`src/rtl/control_unit.sv`:
```
// control_unit: multi-cycle FETCH/EXEC/MEM/HALT sequencer driving a 16-bit datapath
module control_unit #(
   parameter logic [5:0] RESET_PC = 6'd0
) (
   input  logic        clk_main,
   input  logic        reset,
   input  logic [15:0] instr_in,
   input  logic        Z,
   input  logic        mem_ready,
   output logic [5:0]  PC,
   output logic [3:0]  DR,
   output logic [3:0]  SA,
   output logic [3:0]  SB,
   output logic [3:0]  FS,
   output logic        MB,
   output logic        MM,
   output logic        MD,
   output logic        MW,
   output logic        RW,
   output logic [15:0] const_out,
   output logic        halted
);
   typedef enum logic [1:0] {FETCH, EXEC, MEM, HALT} state_t;
   state_t state, state_nx;
   logic [15:0] ir;
   logic [5:0] pc_nx;
   logic [3:0] op;
   assign op = ir[15:12];
   assign DR = ir[11:8];
   assign SA = ir[7:4];
   assign SB = ir[3:0];
   assign const_out = {12'd0, ir[3:0]};
   assign halted = (state == HALT);
   // State, PC and IR registers; IR only captures during FETCH
   always_ff @(posedge clk_main) begin
      if (reset) begin
         state <= FETCH;
         PC <= RESET_PC;
         ir <= 16'h0000;
      end else begin
         state <= state_nx;
         PC <= pc_nx;
         if (state == FETCH) ir <= instr_in;
      end
   end
   // Next-state, next-PC and datapath control decode from state and IR
   always_comb begin
      state_nx = state;
      pc_nx = PC;
      FS = 4'b0000;
      MB = 1'b0;
      MM = 1'b1;
      MD = 1'b0;
      MW = 1'b0;
      RW = 1'b0;
      case (state)
         FETCH: state_nx = EXEC;
         EXEC: begin
            state_nx = FETCH;
            pc_nx = PC + 6'd1;
            case (op)
               4'h1, 4'h2, 4'h3, 4'h4, 4'h5, 4'h6: begin
                  FS = op;
                  RW = 1'b1;
               end
               4'h7: RW = 1'b1;
               4'h8: begin
                  FS = 4'b0001;
                  MB = 1'b1;
                  RW = 1'b1;
               end
               4'h9: begin
                  MM = 1'b0;
                  MD = 1'b1;
                  state_nx = MEM;
                  pc_nx = PC;
               end
               4'hA: begin
                  MM = 1'b0;
                  state_nx = MEM;
                  pc_nx = PC;
               end
               4'hB: pc_nx = Z ? PC + 6'd1 + {{2{ir[3]}}, ir[3:0]} : PC + 6'd1;
               4'hC: pc_nx = ir[5:0];
               4'hF: begin
                  state_nx = HALT;
                  pc_nx = PC;
               end
               default: ;
            endcase
         end
         MEM: begin
            MM = 1'b0;
            MD = (op == 4'h9);
            RW = (op == 4'h9) && mem_ready;
            MW = (op == 4'hA);
            state_nx = mem_ready ? FETCH : MEM;
            pc_nx = mem_ready ? PC + 6'd1 : PC;
         end
         HALT: ;
      endcase
   end
endmodule
```
`config.mk`:
```
export PLATFORM = sky130hd
export DESIGN_NAME = control_unit
export DESIGN_NICKNAME = d
export VERILOG_FILES = /design/src/rtl/control_unit.sv
export SDC_FILE = /design/constraint.sdc
export NUM_CORES = 1
export LEC_CHECK = 0
export CORE_ASPECT_RATIO = 0.75
export CORE_MARGIN = 4
export CORE_UTILIZATION = 47
export CTS_CLUSTER_SIZE = 8
export DETAILED_ROUTE_END_ITERATION = 6
export GPL_TIMING_DRIVEN = 0
export PLACE_DENSITY = 0.82
export SLEW_MARGIN = 20
export SYNTH_ARGS = -nofsm -noshare
export SYNTH_HDL_FRONTEND = slang
export SYNTH_SLANG_ARGS = --single-unit
```
`constraint.sdc`:
```
create_clock -name clk_main -period 3.6 [get_ports clk_main]
set_input_delay 0.72 -clock clk_main [delete_from_list [all_inputs] [get_ports clk_main]]
set_output_delay 0.72 -clock clk_main [all_outputs]
set_load 0.01 [all_outputs]
```
* Word-level counts from Yosys, hierarchy flattened
Cells that the tools add are included.
** Word-level totals
- Register bits :: 24
- Output and inout port bits :: 44
- Logic and storage cells :: 50
** Cells by class
- Muxes and demuxes :: 18
- Add/sub/neg operators :: 2
- Reductions and logical operators :: 9
- Equal/unequal tests :: 18
** Operator list (count)
- equality test 4 bit (second input constant) :: 6
- one-hot mux 6 bit (3 select lines) :: 1
- equality test 4 x 3 -> 1 bit (second input constant) :: 4
- two-way mux 6 bit :: 2
- one-hot mux 6 bit (2 select lines) :: 1
- equality test 4 x 2 -> 1 bit (second input constant) :: 2
- one-hot mux 4 bit (2 select lines) :: 1
- OR reduction 8 bit :: 1
- adder 6 x 1 -> 6 bit (second input constant) :: 1
- adder 6 bit :: 1
- two-way mux 1 bit :: 6
- one-hot mux 1 bit (2 select lines) :: 3
- one-hot mux 2 bit (3 select lines) :: 1
- OR reduction 6 bit :: 1
- equality test 2 bit (second input constant) :: 2
- equality test 4 x 1 -> 1 bit (second input constant) :: 1
- two-way mux 4 bit :: 1
- inequality test 2 bit (second input constant) :: 2
- one-hot mux 2 bit (2 select lines) :: 1
- AND reduction 3 bit :: 1
- nonzero test 3 bit :: 1
- OR reduction 3 bit :: 1
- equality test 2 x 1 -> 1 bit (second input constant) :: 1
- zero test 2 bit :: 1
- other kinds (4) :: 4

* Depth between registers and ports, before layout
Gate-level depths: netlist (run 1).
- Depth in word-level cells :: 5
- Gate-level depth with buffers :: 10

* Worst setup path before layout (run 1)
No wires, ideal clock.
- Path type :: register to register
- Start point :: reg PC[0]
- End point :: reg PC[5]
- Stages on the path, launching flop included :: 10
- Path buffers :: 0
- Clock period less this slack :: 2.152 ns
- Setup time :: 0.086 ns
- Setup slack :: 1.448 ns
- Data arrival time :: 2.067 ns
- Cells stage by stage :: dfxtp_1 ha_1 nand3_1 xnor2_1 ha_1 nand4_1 and4_1 nor4b_2 nor3_1 a211oi_1
** Between the ends
- Cells in the longest elaborated chain, start to end :: 5
** RTL lines
- from (decl) :: RTL line 10 : output logic [5:0] PC,
- from (signal assigned) :: RTL line 42 : PC <= pc_nx;
- adder 6 x 1 -> 6 bit * :: RTL line 60, 83, 98
- adder 6 bit :: RTL line 83 : 4'hB: pc_nx = Z ? PC + 6'd1 + {{2{ir[3]}}, ir[3:0]} : PC + 6'd1;
- two-way mux 6 bit :: RTL line 83
- one-hot mux 6 bit (3 select lines) :: RTL line 61 : case (op)
- one-hot mux 6 bit (2 select lines) * :: RTL line 56 : case (state)
Every way passes the cells marked *; elsewhere a longest branch is shown, timed or not. The select of a mux whose other input is x is not followed.
A chain may end at the register's enable or synchronous reset.

* Worst setup path in the final report (run 1)
- Start point :: in mem_ready
- End point :: out RW
** Between the ends
- Cells in the longest elaborated chain, start to end :: 2
** RTL lines
- from (decl) :: RTL line 9 : input logic mem_ready,
- logical AND 1 bit :: RTL line 95 : RW = (op == 4'h9) && mem_ready;
- one-hot mux 1 bit (2 select lines) :: RTL line 56
- to (decl) :: RTL line 19 : output logic RW,
No other way between the ends.

==> run summary, run 1 <==
status: finished, final reports clean
post_cts resized: 0
setup TNS: 0 ns
Crit. End Element: primary output
Seq/Total Area, Yosys: 0.2567
Yosys reg bits: 24
P per Cell Area: 305.5 nW/um^2
reg2reg end: PC[5]$_SDFFE_PP0P_
Sw Ratio: 0.2805
Clock H-tree levels: 1
Initial Utilization: 0.4983
Std-Cell Rows: 19
hold endpoint: ir[7]$_SDFFE_PP0N_
Die Footprint: 5067 um^2
maxcap violations: 0
CTS tree: built
Ys Warns: 0
Core Region: 3756 um^2
most common cell after layout, fill and taps aside: clkdlybuf4s50_1
Worst EP arrival: 2.19 ns
Final min period: 2.909 ns
diode count: 0
Yosys top cell area share: 0.2567
global-route wire length before repair: 7327 um
Final Power: 780.1 uW
final slew viol count: 0
Startpoint Class: input pin
dominant cells by area after synthesis: dfxtp_1 26%, buf_4 12%, mux2i_1 8.6%, ha_1 7.4%, nor2_1 5.2%
largest net degree at the start of global routing: 15
GR Layer Usage met1: 0.2417
RSZ-0062 raised after global routing: no
Slew headroom: 0.6556
die width: 80.87 um
# setup viols final: 0
final hold viol count: 0
Post-Syn Instances: 229
Post-Syn Area: 1872 um^2
PortBufs: 50
Hold Startpoint: ir[7]$_SDFFE_PP0N_
final std cells w/o fill: 347
gr busiest metal: met2
setup ws final: 0.6911 ns
gr usage total: 0.1787
hold depth: 2
gpl congestion: 0.7925
vias in the first global route: 1,614
crit path kind: in2out
R2R cell count: 9
Pleak: 0.001178 uW
io pins: 64
clock power share: 0.308
sequential power share: 0.390
Clock Path Buffers: 2
post-placement cell area: 2482 um^2
Tcrit/Tclk final: 0.8080
M2 GR Usage: 0.2613
asr flop ratio synth: 0
die height: 62.66 um
Worst-Margin Slew: 0.5166 ns
design area: 2554 um^2
Post-synth EDFFs: 0
initial antenna violation count: 0
WP data required: 2.88 ns
crit-path max FO: 4
r2r startpoint: PC[2]$_SDFFE_PP0P_
setup bufs post-CTS: 0
Post-Route Skew: 0.004080 ns
Clock transition at path regs: 0.09 ns
ys flop type: dfxtp_1
Mean Syn Cell Area: 8.174 um^2
worst slack, placed: 0.6906 ns
Max Freq: 343.8 MHz
cell taking the most area after synthesis: dfxtp_1
grt ovf: 0
detailed-route via count: 1,713
met3 global-route usage: 0.08357
Post-DRT Antenna Nets: 0
Worst VDD drop: 0.0002423 V
Via density: 4.937
Routed Wire Length: 4372 um
Detailed Route Iter0 Violations: 118
DP HPWL: 3472 um
post-synth cell types: 47
Sink Count: 24
Hold Path Class: reg2reg
drc violations: 0
R2R setup slack: 1.23 ns
P&R area growth vs syn: 36.43%
clk_lat worst skew: 0.27 ns
Cells after DPL: 343
routed len/inst: 12.60 um
clk root buf: clkbuf_8
CTS buffer count: 3
internal power: 561.3 uW
drt pass-1 iters: 4
Layout Nets: 328
combinational group share of total power: 0.303
layout cell share with drive strength beyond 1: 0.1729
Net Switching: 218.8 uW
CTS Hold Buffers Added: 0
commonest non-fill, non-tap cells in the layout: 50 x clkdlybuf4s50_1, 31 x buf_4, 26 x nor2_1
## routing by layer
metal  share of wire  up-vias  routed length [um]
met3            0.11        2                 481
met4          0.0043        0                  19
met1            0.46      768                2017
met2            0.42       68                1854
li1                -      875                   -
met5               0        -                   0
## final cells by class
cell class,instances,area [um^2]
tap,52,65.06
inverter,12,45.04
timing repair buffer,50,500.5
clock inverter,1,30.03
buffer,39,276.5
fill,340,1202
multi-input combinational,166,1115
clock buffer,3,41.29
sequential,24,480.5
## power by group through the flow
stage / registers (uW) / logic [uW] / clock network (uW)
6_report: 304 / 236 / 240
5_1_grt: 307 / 259 / 254
4_1_cts: 304 / 235 / 243
3_5_place_dp: 310 / 234 / 0
3_3_place_gp: 309 / 228 / 0
2_1_floorplan: 307 / 148 / 0
## registers in the layout, indices dropped and copies added, names as in the netlist
name	flops
ir	16
state	2
PC	6
## cell usage after synthesis (2+ instances only)
library cell  number
buf_4             31
a22oi_1            2
ha_1              11
a21oi_1           11
xnor2_1            7
nor2b_1            3
a21o_1             4
inv_1             12
o21ai_0            6
nor2_1            26
and3_1             2
buf_2              5
nor3_1             4
a21boi_0           2
clkbuf_1           2
a311oi_1           2
nand3_1            6
dfxtp_1           24
nand2_1           19
xor2_1             2
nand2b_1           2
mux2i_1           16
a32oi_1            3
a211oi_1           4
## critical path, stage by stage
cell and delay, ns:
clkdlybuf4s50_1 0.54, a41o_1 0.18, nand2_1 0.05, a21boi_0 0.14, clkdlybuf4s50_1 0.56
## kinds of logic after synthesis
| group | count (synthesis) | synth area share |
|---|---|---|
| flip-flops | 24 | 0.2567 |
| adder cells (fa/ha/maj) | 12 | 0.08422 |
| multiplexers | 16 | 0.08556 |
| AO/OA/AOI/OAI | 42 | 0.1571 |
| XOR/XNOR | 9 | 0.04211 |
| AND/OR/NAND/NOR | 74 | 0.2005 |
| other | 1 | 0.002003 |
| buffers and inverters | 51 | 0.1718 |
## per-stage QoR
| stage | hold WS, ns | util |
|---|---|---|
| 2_1_floorplan | 0.4617 | - |
| 3_3_place_gp | 0.4741 | 0.6609 |
| 3_5_place_dp | 0.4909 | 0.6609 |
| 4_1_cts | 0.5135 | 0.6799 |
| 5_1_grt | 0.5384 | 0.6799 |
| 6_report | 0.5059 | 0.6799 |
## worst max path at each step
stage                     startpoint                  to  slack, ns  cells after the start
4_1_cts                    mem_ready                  RW       0.69                      5
3_5_place_dp               mem_ready                  RW       0.69                      5
6_report                   mem_ready                  RW       0.69                      5
2_1_floorplan     PC[0]$_SDFFE_PP0P_  PC[5]$_SDFFE_PP0P_       1.45                      9
3_3_place_gp               mem_ready                  RW       0.67                      5
5_1_grt        state[1]$_SDFFE_PP0P_                  RW       0.54                      8
Power figures use the tool's default switching activity.
==> run 2, diff against run 1 <==
--- a/config.mk
+++ b/config.mk
@@ -7,11 +7,11 @@
 export LEC_CHECK = 0
 export CORE_ASPECT_RATIO = 0.75
 export CORE_MARGIN = 4
-export CORE_UTILIZATION = 47
+export CORE_UTILIZATION = 46
 export CTS_CLUSTER_SIZE = 8
 export DETAILED_ROUTE_END_ITERATION = 6
 export GPL_TIMING_DRIVEN = 0
-export PLACE_DENSITY = 0.82
+export PLACE_DENSITY = 0.81
 export SLEW_MARGIN = 20
 export SYNTH_ARGS = -nofsm -noshare
 export SYNTH_HDL_FRONTEND = slang
==> constraint.sdc (replaced) <==
create_clock -name clk_main -period 2.78 [get_ports clk_main]
set_input_delay 0.556 -clock clk_main [delete_from_list [all_inputs] [get_ports clk_main]]
set_output_delay 0.556 -clock clk_main [all_outputs]
set_load 0.01 [all_outputs]
==> run summary, run 2 (synthesis results as in run 1) <==
status: finished, final reports clean (unchanged)
Post-Route Skew: 0.003722 ns (was 0.004080 ns)
max reg flops: 16 (unchanged)
maxcap violations: 0 (unchanged)
Clock Path Buffers: 2 (unchanged)
commonest non-fill, non-tap cells in the layout: 50 x clkdlybuf4s50_1, 31 x buf_4, 26 x nor2_1 (unchanged)
Sink Count: 24 (unchanged)
Initial Utilization: 0.4952 (was 0.4983)
layout cell share with drive strength beyond 1: 0.1763 (was 0.1729)
Layout Nets: 328 (unchanged)
initial antenna violation count: 0 (unchanged)
Startpoint Class: flip-flop (was input pin)
WP data required: 2.22 ns (was 2.88 ns)
die width: 81.66 um (was 80.87 um)
Clock transition at path regs: 0.09 ns (about the same)
vias in the first global route: 1,539 (was 1,614)
Clock H-tree levels: 1 (unchanged)
crit-path cells: inv_1 > ha_1 > clkbuf_4 > a41o_1 > nand2_1 > a21boi_0 > clkdlybuf4s50_1 (was clkdlybuf4s50_1 > a41o_1 > nand2_1 > a21boi_0 > clkdlybuf4s50_1)
global-route wire length before repair: 6975 um (was 7327 um)
io pins: 64 (unchanged)
clk_lat worst skew: 0.27 ns (about the same)
gpl congestion: 0.7797 (was 0.7925)
Final min period: 2.674 ns
Worst VDD drop: 0.0003050 V (was 0.0002423 V)
crit path kind: reg2out (was in2out)
final slew viol count: 0 (unchanged)
Worst Path Buf+Inv: 3 (was 2)
post-placement cell area: 2482 um^2 (unchanged)
grt ovf: 0 (unchanged)
CTS buffer count: 3 (unchanged)
final std cells w/o fill: 347 (unchanged)
# setup viols final: 0 (unchanged)
RSZ-0062 raised after global routing: no (unchanged)
largest net degree at the start of global routing: 15 (unchanged)
DP HPWL: 3365 um (was 3472 um)
top flop regs: ir (16), PC (6), state (2) (unchanged)
diode count: 0 (unchanged)
most common cell after layout, fill and taps aside: clkdlybuf4s50_1 (unchanged)
Hold Path Class: reg2reg (unchanged)
P&R area growth vs syn: 36.97% (was 36.43%)
Max Freq: 374.0 MHz
Crit path max-delay family: buffers and inverters (unchanged)
clk root buf: clkbuf_8 (unchanged)
final hold viol count: 0 (unchanged)
Crit. End Element: primary output (unchanged)
Reg with most FFs: ir (unchanged)
setup TNS: 0 ns (unchanged)
Multi-input gate area: 1122 um^2 (was 1115 um^2)
Via density: 4.977 (was 4.937)
detailed-route via count: 1,727 (was 1,713)
Final Core Density: 0.6783 (was 0.6799)
register area: 480.5 um^2 (unchanged)
crit-path max FO: 10 (was 4)
Tcrit/Tclk final: 0.9619
Routed Wire Length: 4267 um (was 4372 um)
routed len/inst: 12.30 um (was 12.60 um)
CTS tree: built (unchanged)
Hold Worst Slack: 0.5046 ns (was 0.5059 ns)
design area: 2564 um^2 (was 2554 um^2)
drt pass-1 iters: 4 (unchanged)
Cells after DPL: 343 (unchanged)
drc violations: 0 (unchanged)
Core Region: 3780 um^2 (was 3756 um^2)
slowest stage delay, CP: 0.56 ns (about the same)
Post-DRT Antenna Nets: 0 (unchanged)
gr usage total: 0.1691 (was 0.1787)
P per Cell Area: 393.0 nW/um^2 (was 305.5 nW/um^2)
Crit-path slowest cell: clkdlybuf4s50_1 (unchanged)
# fillers: 316 (was 340)
PortBufs: 50 (unchanged)
Detailed Route Iter0 Violations: 142 (was 118)
Worst EP arrival: 2.12 ns (was 2.19 ns)
Pleak: 0.001181 uW (was 0.001178 uW)
Die Footprint: 5164 um^2 (was 5067 um^2)
die height: 63.25 um (was 62.66 um)
Std-Cell Rows: 19 (unchanged)
[run 2: tightest hold or removal path, stage by stage, from the launching register on]
cell and delay (ns):
dfxtp_1 0.34, mux2i_1 0.07, nor2_1 0.07
[run 2: layout make-up]
cell class                 instances  area share
timing repair buffer              50      0.1952
clock inverter                     1     0.01171
buffer                            39      0.1088
multi-input combinational        166      0.4378
inverter                          12     0.01757
clock buffer                       3     0.01611
sequential                        24      0.1874
tap                               52     0.02538
[run 2: report_power, final]
group / internal [uW] / switching [uW] / leakage, uW
Combinational: 167 / 137 / 0.000947
Sequential: 368 / 25.5 / 0.000198
Clock: 193 / 118 / 0.0000357
Total: 727 / 280 / 0.00118
[run 2: worst paths after layout]
path                         start                 end  slack (ns)  cells past startpoint
max          state[0]$_SDFFE_PP0P_                  RW        0.11                      7
min             ir[6]$_SDFFE_PP0N_  ir[6]$_SDFFE_PP0N_        0.50                      2
max reg2reg     PC[2]$_SDFFE_PP0P_  PC[5]$_SDFFE_PP0P_        0.38                      9
min reg2reg     ir[6]$_SDFFE_PP0N_  ir[6]$_SDFFE_PP0N_        0.50                      2
[run 2: stage by stage]
| step | total power (uW) | setup WS, ns |
|---|---|---|
| 2_1_floorplan | 589.0 | 0.6275 |
| 3_3_place_gp | 696.0 | 0.1787 |
| 3_5_place_dp | 700.9 | 0.1824 |
| 4_1_cts | 1014 | 0.05351 |
| 5_1_grt | 1061 | 0.01657 |
| 6_report | 1008 | 0.1060 |
[run 2: timing repair]
| action | CTS | global route |
|---|---|---|
| setup buffers | 0 | 0 |
| gates resized for setup | 0 | 3 |
| endpoints found under the setup margin | 0 | 1 |
| hold buffers | 0 | 0 |
[run 2: metal layers]
layer	vias up	track usage	share of wire	wire, um
li1	877	-	-	-
met1	781	0.2450	0.47	2016
met2	64	0.2348	0.42	1786
met3	5	0.06553	0.10	434
met4	0	0.03527	0.0070	30
met5	-	0	0	0
==> run 3, diff against run 2 <==
--- a/config.mk
+++ b/config.mk
@@ -7,11 +7,12 @@
 export LEC_CHECK = 0
 export CORE_ASPECT_RATIO = 0.75
 export CORE_MARGIN = 4
-export CORE_UTILIZATION = 46
+export CORE_UTILIZATION = 47
+export CTS_BUF_LIST = sky130_fd_sc_hd__clkbuf_2
 export CTS_CLUSTER_SIZE = 8
 export DETAILED_ROUTE_END_ITERATION = 6
 export GPL_TIMING_DRIVEN = 0
-export PLACE_DENSITY = 0.81
+export PLACE_DENSITY = 0.82
 export SLEW_MARGIN = 20
 export SYNTH_ARGS = -nofsm -noshare
 export SYNTH_HDL_FRONTEND = slang
==> run summary, run 3 (synthesis results as in run 1) <==
CTS buffer count: 3 (unchanged)
Pleak: 0.001194 uW (was 0.001181 uW)
crit path kind: reg2out (unchanged)
Die Footprint: 5067 um^2 (was 5164 um^2)
P per Cell Area: 368.5 nW/um^2 (was 393.0 nW/um^2)
drt pass-1 iters: 4 (unchanged)
initial antenna violation count: 0 (unchanged)
WP data required: 2.22 ns (about the same)
global-route wire length before repair: 7362 um (was 6975 um)
final std cells w/o fill: 347 (unchanged)
# fillers: 335 (was 316)
gpl congestion: 0.7925 (was 0.7797)
commonest non-fill, non-tap cells in the layout: 48 x clkdlybuf4s50_1, 32 x buf_4, 26 x nor2_1 (was 50 x clkdlybuf4s50_1, 31 x buf_4, 26 x nor2_1)
Reg with most FFs: ir (unchanged)
Final min period: 2.632 ns (was 2.674 ns)
Clock transition at path regs: 0.24 ns (was 0.09 ns)
routed len/inst: 12.76 um (was 12.30 um)
diode count: 0 (unchanged)
layout cell share with drive strength beyond 1: 0.1864 (was 0.1763)
gr busiest metal: met2 (was met1)
Worst-Margin Slew: 0.5046 ns
clk root buf: clkbuf_2 (was clkbuf_8)
met3 global-route usage: 0.08357 (was 0.06553)
Tcrit/Tclk final: 0.9468 (was 0.9619)
die width: 80.87 um (was 81.66 um)
Via density: 4.951 (was 4.977)
Worst VDD drop: 0.0002600 V (was 0.0003050 V)
grt ovf: 0 (unchanged)
clk_lat worst skew: 0.36 ns (was 0.27 ns)
Final Core Density: 0.6802 (was 0.6783)
Clock H-tree levels: 1 (unchanged)
# setup viols final: 0 (unchanged)
Hold Path Class: reg2reg (unchanged)
Layout Nets: 328 (unchanged)
Clock Path Buffers: 2 (unchanged)
M2 GR Usage: 0.2613 (was 0.2348)
setup bufs post-CTS: 0 (unchanged)
Worst EP arrival: 2.08 ns (was 2.12 ns)
io pins: 64 (unchanged)
Startpoint Class: flip-flop (unchanged)
most common cell after layout, fill and taps aside: clkdlybuf4s50_1 (unchanged)
PortBufs: 50 (unchanged)
crit-path max FO: 10 (unchanged)
P&R area growth vs syn: 36.50% (was 36.97%)
Initial Utilization: 0.4983 (was 0.4952)
setup TNS: 0 ns (unchanged)
Detailed Route Iter0 Violations: 116 (was 142)
DP HPWL: 3472 um (was 3365 um)
Slew headroom: 0.6636
Post-DRT Antenna Nets: 0 (unchanged)
Sink Count: 24 (unchanged)
top flop regs: ir (16), PC (6), state (2) (unchanged)
final slew viol count: 0 (unchanged)
Cells after DPL: 343 (unchanged)
detailed-route via count: 1,718 (was 1,727)
final hold viol count: 0 (unchanged)
Post-Route Skew: 0.005436 ns (was 0.003722 ns)
Std-Cell Rows: 19 (unchanged)
max reg flops: 16 (unchanged)
largest net degree at the start of global routing: 15 (unchanged)
Crit. End Element: primary output (unchanged)
maxcap violations: 0 (unchanged)
status: finished, final reports clean (unchanged)
Core Region: 3756 um^2 (was 3780 um^2)
drc violations: 0 (unchanged)
Max Freq: 379.9 MHz (was 374.0 MHz)
Routed Wire Length: 4428 um (was 4267 um)
Hold Worst Slack: 0.5284 ns (was 0.5046 ns)
CTS tree: built (unchanged)
gr usage total: 0.1790 (was 0.1691)
die height: 62.66 um (was 63.25 um)
vias in the first global route: 1,623 (was 1,539)
GR Layer Usage met1: 0.2452 (was 0.2450)
[run 3: cell types whose count changed in the layout (fill, tap and decap cells not counted), sizes merged]
cell,change
clkdlybuf4s50,-2
dlymetal6s2s,+2
[run 3: worst paths after layout]
kind                         startpoint                    end  slack (ns)  cells after the start
hold reg to reg   state[1]$_SDFFE_PP0P_  state[1]$_SDFFE_PP0P_        0.53                      2
hold / removal    state[1]$_SDFFE_PP0P_  state[1]$_SDFFE_PP0P_        0.53                      2
setup reg to reg     PC[2]$_SDFFE_PP0P_     PC[5]$_SDFFE_PP0P_        0.38                      9
setup / recovery  state[1]$_SDFFE_PP0P_                  FS[1]        0.15                      7
[run 3: layout make-up]
class	instances	area [um^2]	area share
Tap cell	52	65.06	0.02547
Buffer	39	281.5	0.1102
Multi-Input combinational cell	166	1127	0.4412
Sequential cell	24	485.5	0.1900
Timing Repair Buffer	50	505.5	0.1978
Inverter	12	45.04	0.01763
Clock buffer	3	15.01	0.005877
Clock inverter	1	30.03	0.01175
[run 3: metrics by stage]
step           setup WS (ns)  total power [uW]  area (um^2)
2_1_floorplan         0.6275             589.0         1917
5_1_grt             -0.01846             990.1         2555
6_report              0.1478             941.6         2555
4_1_cts              0.01147             940.8         2534
3_5_place_dp          0.1986             704.1         2482
3_3_place_gp          0.1778             695.6         2482
[run 3: per-layer routing]
layer  up-vias  share of wire
met3         2           0.12
met1       760           0.45
met2        78           0.43
li1        878              -
met4         0         0.0023
met5         -              0
[run 3: timing repair]
| action | 4_1_cts | 5_1_grt |
|---|---|---|
| gates resized for setup | 3 | 7 |
| hold buffers | 0 | 0 |
| hold endpoints to repair | 0 | 0 |
| endpoints found under the setup margin | 1 | 4 |
[run 3: where the power goes]
part	internal, uW	total (uW)	switching (uW)
Combinational	168	309	141
Sequential	368	394	25.6
Clock	124	239	115
Total	660	942	282
[run 3: critical path: stages, from the launching register on]
cell and delay, ns:
dfxtp_4 0.42, inv_1 0.07, ha_1 0.13, clkbuf_4 0.19, nor2b_4 0.18, nand2_1 0.06, a21oi_1 0.12, clkdlybuf4s50_1 0.55
==> RTL change (flow settings as in run 2) <==
The 4 states of `state_t` get a one-hot encoding in 4 bits.
--- a/src/rtl/control_unit.sv
+++ b/src/rtl/control_unit.sv
@@ -20,7 +20,7 @@
    output logic [15:0] const_out,
    output logic        halted
 );
-   typedef enum logic [1:0] {FETCH, EXEC, MEM, HALT} state_t;
+   typedef enum logic [3:0] {FETCH = 4'b0001, EXEC = 4'b0010, MEM = 4'b0100, HALT = 4'b1000} state_t;
    state_t state, state_nx;
    logic [15:0] ir;
    logic [5:0] pc_nx;
Formal check against the unedited RTL: no difference found for any inputs over 10 cycles, from zero or initial values and one cycle with reset high; not proved beyond that.
==> RTL change against run 2 <==
First-iteration DRC count decreased by 4.2%. Wire length increased by 15%. Sequential share of layout area up 1.6 points. Worst hold slack worse by 0.047 ns. Die area up 1.1%. Critical path depth shrank 1. Final area grew 0.24%. Clock skew about the same. Sequential cell count up 2. Area after synthesis rose by 1.3%. Worst setup slack improved by 0.0070 ns. Critical endpoint is now FS[1]. Largest cell class unchanged.
Power is not compared: it rests on default switching activity, and its combinational part moved more than twofold at a synthesized area within 25%.
==> RTL change: results (changes against run 2) <==
status complete, no violations; syn_area_per_cell 7.58 um^2 (-7.2%); count of inverters not on the clock network in the layout 4 (-8); count of placed standard cells in the final layout, fillers left out 366 (+5.5%); FF/Latch Area 522 um^2 (+8.6%); global-route usage over all layers 18.9% (+2.0 points); via count of the first global-routing pass 1,738 (+13%); first-pass GRT wire length 7830 um (+12%); most area-consuming cells after synthesis dfxtp_1, buf_4, nand2_1, a21oi_1, ha_1; number of buffers added for setup after CTS 1 (+1); Multi-Input Combinational 188 (+13%); initial drt markers 136 (-4.2%); Met3 Wirelength 468 um (+7.8%); metal1 wirelength 2290 um (+14%); number of fill cells 348 (+10%); post-cts repair resize count 1 (+1); nonclk buf count 92 (+3.4%); detail-routed via count per cell 5.08 (+2.1%); worst stage delay on the critical path 0.53 ns (-0.03 ns); Synth top cells by count nand2_1, buf_4, a21oi_1; registers with the highest flip-flop counts ir x16, PC x6, state x4; share of cell area taken by multi-input logic gates 43.7% (-0.11 points); routing usage on met3 7.26% (+0.71 points); sequential share of the synthesized area 27.5% (+1.8 points); DP HPWL 3770 um (+12%)
-- RTL change: final timing paths --
kind | from | slack, ns | end | cells after the start
setup reg to reg | PC[2]$_SDFFE_PP0P_ | 0.41 | PC[5]$_SDFFE_PP0P_ | 8
hold reg to reg | ir[7]$_SDFFE_PP0P_ | 0.46 | ir[7]$_SDFFE_PP0P_ | 2
setup / recovery | state[0]$_SDFFE_PP1P_ | 0.11 | FS[1] | 6
hold / removal | ir[7]$_SDFFE_PP0P_ | 0.46 | ir[7]$_SDFFE_PP0P_ | 2
-- RTL change: logic make-up (layout without fill, tap and decap cells) --
kind of cell	Yosys count	count (layout)	share of synthesized area, %
xor gates and xnor gates	7	7	3.23
AOI/OAI and AO/OA	56	56	19.5
and+or+nand+nor	103	103	27.5
buffers and inverters	48	100	16.0
DFF	26	26	27.5
adders and majority gates	7	7	5.02
muxes	2	2	1.06
other	1	13	0.198
